===== src/rtl/btb_core_pkg.sv =====
// Shared constants and types for the branch target buffer, plus the lowest-index
// priority encoder used both for tag matches and for free-entry search.
package btb_core_pkg;

  localparam int unsigned BTB_LEN     = 3;
  localparam int unsigned BTB_ENTRIES = 1 << BTB_LEN;
  localparam int unsigned BTB_TAG_W   = 30;

  typedef logic [BTB_LEN-1:0]     btb_idx_t;
  typedef logic [BTB_TAG_W-1:0]   btb_tag_t;
  typedef logic [BTB_ENTRIES-1:0] btb_vec_t;

  // Lowest set bit wins; returns 0 for an all-zero vector.
  function automatic btb_idx_t first_set(btb_vec_t vec);
    btb_idx_t idx;
    idx = '0;
    for (int i = BTB_ENTRIES - 1; i >= 0; i--) begin
      if (vec[i]) idx = btb_idx_t'(i);
    end
    return idx;
  endfunction

endpackage


===== src/rtl/btb_core_if.sv =====
// Fetch lookup, PD invalidation and EX training signals of the branch target buffer.
interface btb_core_if;
  import btb_core_pkg::*;

  logic [31:0] if_pc;
  logic        if_btb_hit;
  logic [31:0] if_btb_target;
  btb_idx_t    if_btb_index;
  logic        pd_btb_inval;
  btb_idx_t    pd_btb_index;
  logic        ex_btb_we;
  logic [31:0] ex_pc;
  logic [31:0] ex_target;

  modport master (
    output if_pc, pd_btb_inval, pd_btb_index, ex_btb_we, ex_pc, ex_target,
    input  if_btb_hit, if_btb_target, if_btb_index
  );

  modport slave (
    input  if_pc, pd_btb_inval, pd_btb_index, ex_btb_we, ex_pc, ex_target,
    output if_btb_hit, if_btb_target, if_btb_index
  );

endinterface


===== src/rtl/btb_match.sv =====
// Fully associative valid/tag compare with lowest-index priority on multiple matches.
module btb_match
  import btb_core_pkg::*;
(
  input  btb_vec_t valid,
  input  btb_tag_t tags [BTB_ENTRIES],
  input  btb_tag_t key,
  output logic     hit,
  output btb_idx_t index
);

  btb_vec_t match;

  always_comb begin
    match = '0;
    for (int i = 0; i < BTB_ENTRIES; i++) begin
      match[i] = valid[i] && (tags[i] == key);
    end
  end

  assign hit   = |match;
  assign index = first_set(match);

endmodule


===== src/rtl/btb_core.sv =====
// Branch target buffer: combinational fetch lookup, trained by taken branches from EX
// and invalidated by PD when a hit lands on a non-branch.
module btb_core
  import btb_core_pkg::*;
(
  input  logic       clk,
  input  logic       resetn,
  btb_core_if.slave  bus
);

  btb_vec_t    valid_q, valid_d;
  btb_tag_t    tag_q    [BTB_ENTRIES];
  logic [31:0] target_q [BTB_ENTRIES];
  btb_idx_t    rr_ptr_q, rr_ptr_d;

  logic     lk_hit, ex_hit;
  btb_idx_t lk_idx, ex_idx;
  logic     free_hit;
  btb_idx_t free_idx;

  logic     wr_target, wr_tag;
  btb_idx_t wr_idx;

  logic unused_ex_pc;
  assign unused_ex_pc = ^bus.ex_pc[1:0];

  btb_match u_if_match (
    .valid (valid_q),
    .tags  (tag_q),
    .key   (bus.if_pc[31:2]),
    .hit   (lk_hit),
    .index (lk_idx)
  );

  btb_match u_ex_match (
    .valid (valid_q),
    .tags  (tag_q),
    .key   (bus.ex_pc[31:2]),
    .hit   (ex_hit),
    .index (ex_idx)
  );

  assign free_hit = ~&valid_q;
  assign free_idx = first_set(~valid_q);

  // Misaligned fetch PCs never hit.
  always_comb begin
    bus.if_btb_hit    = lk_hit && (bus.if_pc[1:0] == 2'b00);
    bus.if_btb_target = '0;
    bus.if_btb_index  = '0;
    if (bus.if_btb_hit) begin
      bus.if_btb_target = target_q[lk_idx];
      bus.if_btb_index  = lk_idx;
    end
  end

  always_comb begin
    valid_d   = valid_q;
    rr_ptr_d  = rr_ptr_q;
    wr_target = 1'b0;
    wr_tag    = 1'b0;
    wr_idx    = '0;

    if (bus.pd_btb_inval) valid_d[bus.pd_btb_index] = 1'b0;

    // EX is applied after PD so a same-index collision leaves the entry valid.
    if (bus.ex_btb_we) begin
      wr_target = 1'b1;
      if (ex_hit) begin
        wr_idx = ex_idx;
      end else if (free_hit) begin
        wr_tag = 1'b1;
        wr_idx = free_idx;
      end else begin
        wr_tag   = 1'b1;
        wr_idx   = rr_ptr_q;
        rr_ptr_d = rr_ptr_q + 1'b1;
      end
      valid_d[wr_idx] = 1'b1;
    end
  end

  always_ff @(posedge clk) begin
    if (!resetn) begin
      valid_q  <= '0;
      rr_ptr_q <= '0;
    end else begin
      valid_q  <= valid_d;
      rr_ptr_q <= rr_ptr_d;
    end
  end

  // Tag and target storage is not reset; valid gates every use of it.
  always_ff @(posedge clk) begin
    if (resetn && wr_target) target_q[wr_idx] <= bus.ex_target;
    if (resetn && wr_tag)    tag_q[wr_idx]    <= bus.ex_pc[31:2];
  end

endmodule


===== src/flat_wrapper.sv =====
// flat-port wrapper written by rule: the top's interface ports become plain ports
module btb_core_flat import btb_core_pkg::*;
  (clk, resetn, bus_if_pc, bus_pd_btb_inval, bus_pd_btb_index, bus_ex_btb_we, bus_ex_pc, bus_ex_target, bus_if_btb_hit, bus_if_btb_target, bus_if_btb_index);
  btb_core_if bus_i ();
  input  logic clk;
  input  logic resetn;
  input wire logic [$bits(bus_i.if_pc)-1:0] bus_if_pc;
  input wire logic [$bits(bus_i.pd_btb_inval)-1:0] bus_pd_btb_inval;
  input wire logic [$bits(bus_i.pd_btb_index)-1:0] bus_pd_btb_index;
  input wire logic [$bits(bus_i.ex_btb_we)-1:0] bus_ex_btb_we;
  input wire logic [$bits(bus_i.ex_pc)-1:0] bus_ex_pc;
  input wire logic [$bits(bus_i.ex_target)-1:0] bus_ex_target;
  output wire logic [$bits(bus_i.if_btb_hit)-1:0] bus_if_btb_hit;
  output wire logic [$bits(bus_i.if_btb_target)-1:0] bus_if_btb_target;
  output wire logic [$bits(bus_i.if_btb_index)-1:0] bus_if_btb_index;
  assign bus_i.if_pc = bus_if_pc;
  assign bus_i.pd_btb_inval = bus_pd_btb_inval;
  assign bus_i.pd_btb_index = bus_pd_btb_index;
  assign bus_i.ex_btb_we = bus_ex_btb_we;
  assign bus_i.ex_pc = bus_ex_pc;
  assign bus_i.ex_target = bus_ex_target;
  assign bus_if_btb_hit = bus_i.if_btb_hit;
  assign bus_if_btb_target = bus_i.if_btb_target;
  assign bus_if_btb_index = bus_i.if_btb_index;
  btb_core u_core (.clk(clk), .resetn(resetn), .bus(bus_i));
endmodule

===== config.mk =====
export PLATFORM = sky130hd
export DESIGN_NAME = btb_core_flat
export DESIGN_NICKNAME = d
export VERILOG_FILES = /design/src/rtl/btb_core_pkg.sv /design/src/rtl/btb_core_if.sv /design/src/rtl/btb_match.sv /design/src/rtl/btb_core.sv /design/src/flat_wrapper.sv
export SDC_FILE = /design/constraint.sdc
export NUM_CORES = 1
export LEC_CHECK = 0
export CAP_MARGIN = 20
export CORE_ASPECT_RATIO = 1.75
export CORE_MARGIN = 5
export CORE_UTILIZATION = 54
export DETAILED_ROUTE_END_ITERATION = 8
export GPL_TIMING_DRIVEN = 0
export PLACE_DENSITY = 0.74
export SYNTH_ARGS = -nofsm -noshare
export SYNTH_HDL_FRONTEND = slang
export SYNTH_SLANG_ARGS = --single-unit

===== constraint.sdc =====
create_clock -name clk -period 6.1 [get_ports clk]
set_input_delay 1.525 -clock clk [delete_from_list [all_inputs] [get_ports clk]]
set_output_delay 1.525 -clock clk [all_outputs]
set_load 0.03 [all_outputs]

==> results.cfg <==
[run_status]
status = finished with violations
violations = setup timing

[clocking]
root_buffer = clkbuf_16
htree_levels = 2
tritoncts = yes
ctsLongestPathBuffers = 3
holdBufCountCts = 0
numCtsBuffers = 46
insertion_delay_ns = 0.57
cts.sinks = 507
clk_pin_slew_worst_paths_ns = 0.07

[detailed_routing]
first_pass_iters = 6
dr_total_vias = 16460
drt_iter0_drc = 2057
wl_mm = 91.87
wl_per_cell_um = 35.95
routed_via_density = 6.442
antenna_left = 0
route.detailed.drc = 0

[floorplan]
ioPinCount = 139
die_h_um = 289.8
die_w_um = 169.9
die_area_sq_um = 49240
start_util_pct = 54.55
core_sq_um = 44290
std_cell_rows = 102

[place]
port_buffers = 106
dpl.hpwl_mm = 68.52
placed_area_sq_um = 26450
gp_congestion = 1.028

[synth]
ys_seq_area_share_pct = 62.56
synthCells = 1740
ys_types = 54
yosys_warnings = 0
async_flop_share_pct = 0
avgSynthCellArea_sq_um = 13.88
synth_nets = 1844
syn-cell-area_sq_um = 24160
synth_edf_count = 496
synth-seq-cells = 507
synth_ff_type = edfxtp_1

[sta]
relSlewSlack_pct = 17.45
worst_slew_pin_slew_ns = 1.227
finalHoldViolations = 0
whs_ns = 0.5034
drv_slew = 0
period_needed_ns = 6.184
finClkSkew_ns = 0.02043
fin_crit_sh_pct = 101.4
setup_viol = 27
setup_slack_ns = -0.08435
max_freq_mhz = 161.7

[setup_path]
cp.arrival_ns = 4.66
crit_fanout = 10
worstPathRequired_ns = 4.58
startpoint_type = primary input
r2r_cells = 11
critPathKind = in2out
ff2ff_setup_slack_ns = 1.68
crit_path_end = bus_if_btb_target[7]
r2r_start = u_core.tag_q[90]
worstReg2RegEnd = u_core.tag_q[72]
cp-end-kind = output port
crit_start = bus_if_pc[15]

[cells_and_area]
utilization_pct = 66.13
fill_cells = 3216
drive_gt1_share_pct = 22.20
seq_area_sq_um = 15110
area_delta_synth_final_pct = 21.22
multi_input_area_sq_um = 9356
finalInstanceArea_sq_um = 29290
nets = 2051

[grt]
grt_overflow = 0
antenna_found_initial = 0
grt_max_degree = 28
grtUsageTotal_pct = 36.26
grt_pass1_wl_mm = 125.2
grt_pass1_vias = 16640

[flow_run]
max_cap_violations = 0

[hold_path]
hp-class = reg2reg

[power_and_ir_drop]
cellPowerDensity_nw_per_um2 = 262.8
fin_total_pwr_mw = 7.696
vdd_drop_max_mv = 0.2563
leakage_nw = 9.776
## flip-flops by register name, indices dropped and copies added, names as in the netlist
register	count
u_core.valid_q	8
u_core.target_q	256
u_core.rr_ptr_q	3
u_core.tag_q	240
## area by class of cell
type | count | share of cell area, %
Clock buffer | 51 | 4.067
Clock inverter | 32 | 1.465
Timing Repair Buffer | 159 | 5.605
Antenna cell | 1 | 0.008545
Inverter | 5 | 0.07690
Tap cell | 572 | 2.444
Multi-Input combinational cell | 1112 | 31.95
Sequential cell | 507 | 51.61
Buffer | 116 | 2.773
## cells in the mapped netlist, types with 2 or more instances
library cell	count	area share, %
a21bo_2	62	2.6
a211oi_1	3	0.093
nand3_1	102	2.1
nand2b_1	5	0.13
buf_2	62	1.3
or3_1	2	0.052
nand2_1	17	0.26
nand4_1	96	2.5
dfxtp_1	11	0.91
mux2i_1	33	1.4
a21boi_0	2	0.062
xor2_1	153	5.5
xnor2_1	326	12
o21a_1	2	0.062
nor2_1	20	0.31
a21o_1	6	0.19
a21bo_1	28	1.2
buf_4	2	0.062
and2_1	2	0.052
o21ai_2	2	0.073
o2111ai_1	33	1.2
inv_1	5	0.078
nor3_1	6	0.12
edfxtp_1	496	62
o211ai_1	8	0.25
o21ai_1	2	0.041
nor3b_1	2	0.062
or2_2	3	0.078
o21ai_0	110	2.3
o311ai_0	2	0.073
nor2b_1	3	0.078
nor4_1	55	1.4
nor2_2	4	0.10
buf_6	6	0.28
clkbuf_1	46	0.71
or4_1	5	0.16
## worst min path at each step
stage	startpoint	to	depth (start not counted)
2_1_floorplan	u_core.rr_ptr_q[2]	u_core.rr_ptr_q[2]	2
3_3_place_gp	u_core.rr_ptr_q[2]	u_core.rr_ptr_q[2]	2
3_5_place_dp	u_core.rr_ptr_q[2]	u_core.rr_ptr_q[2]	2
4_1_cts	u_core.rr_ptr_q[2]	u_core.rr_ptr_q[2]	2
5_1_grt	u_core.rr_ptr_q[2]	u_core.rr_ptr_q[2]	2
6_report	u_core.rr_ptr_q[2]	u_core.rr_ptr_q[2]	2
## logic make-up after synthesis
logic type | Yosys count | share of synthesized area, %
buffers and inverters | 121 | 2.419
XOR/XNOR | 480 | 17.43
adder cells (fa/ha/maj) | 1 | 0.05178
AO/OA/AOI/OAI | 270 | 8.437
AND/OR/NAND/NOR | 328 | 7.727
flip-flops | 507 | 62.56
multiplexers | 33 | 1.367
## routing by layer
metal  share of wire (%)  track usage [%]  vias to the layer above
met5                   0                0                        -
met4                  11            30.06                        0
met3                 6.2            5.080                      296
met2                  51            63.56                      995
met1                  31            37.66                     8231
li1                    -                -                     6937
## worst max-delay path, cell delays in order
cell	delay [ns]
buf_4	0.19
xnor2_4	0.22
nand4_1	0.43
nor4_4	0.33
buf_4	0.19
a211oi_4	0.06
buf_4	0.18
o21a_4	0.27
buf_6	0.17
nor2_4	0.15
buf_12	0.14
buf_16	0.17
mux2i_1	0.26
o2111ai_2	0.15
buf_4	0.21
## cell usage in the layout, fill, tap and decap left out, types with 7 or more instances in the layout
master / n
buf_12: 17
nor2_1: 8
nand3_1: 100
xnor2_1: 306
o21ai_0: 107
nor4_1: 41
xnor2_2: 12
edfxtp_1: 496
nor4_4: 8
nand2_1: 15
a21bo_1: 28
o2111ai_1: 18
xor2_1: 149
bufinv_16: 10
clkbuf_16: 48
clkbuf_1: 8
buf_4: 68
nand4_1: 96
mux2i_2: 7
clkbuf_2: 24
mux2i_1: 21
nor2_4: 15
a21bo_2: 62
o211ai_1: 8
o2111ai_2: 12
clkinv_1: 7
clkbuf_4: 15
buf_6: 23
clkdlybuf4s50_1: 74
buf_2: 44
dfxtp_1: 11
xnor2_4: 9
## report_power, final
part	leakage, nW	switching [mW]	internal [mW]
registers	4.57	0.0288	3.87
logic	4.43	0.416	0.208
clock network	0.778	1.33	1.84
## repair_timing
action,CTS,global route
resized for setup,308,128
pin swaps,19,23
gates cloned,0,1
buffers inserted,17,9
endpoints found under the setup margin,65,51
## metrics by stage
stage | worst slack [ns] | cells | TNS [ns]
final | -0.08435 | 2555 | -1.087
after global routing | -0.07145 | 2554 | -0.6380
after CTS | 0.005178 | 2543 | 0
after detailed placement | -2.161 | 2443 | -262.50
after global placement | -4.304 | 2418 | -1278.72
after floorplan | 0.05092 | 1740 | 0
No activity file was read; power rests on OpenSTA's default activity.
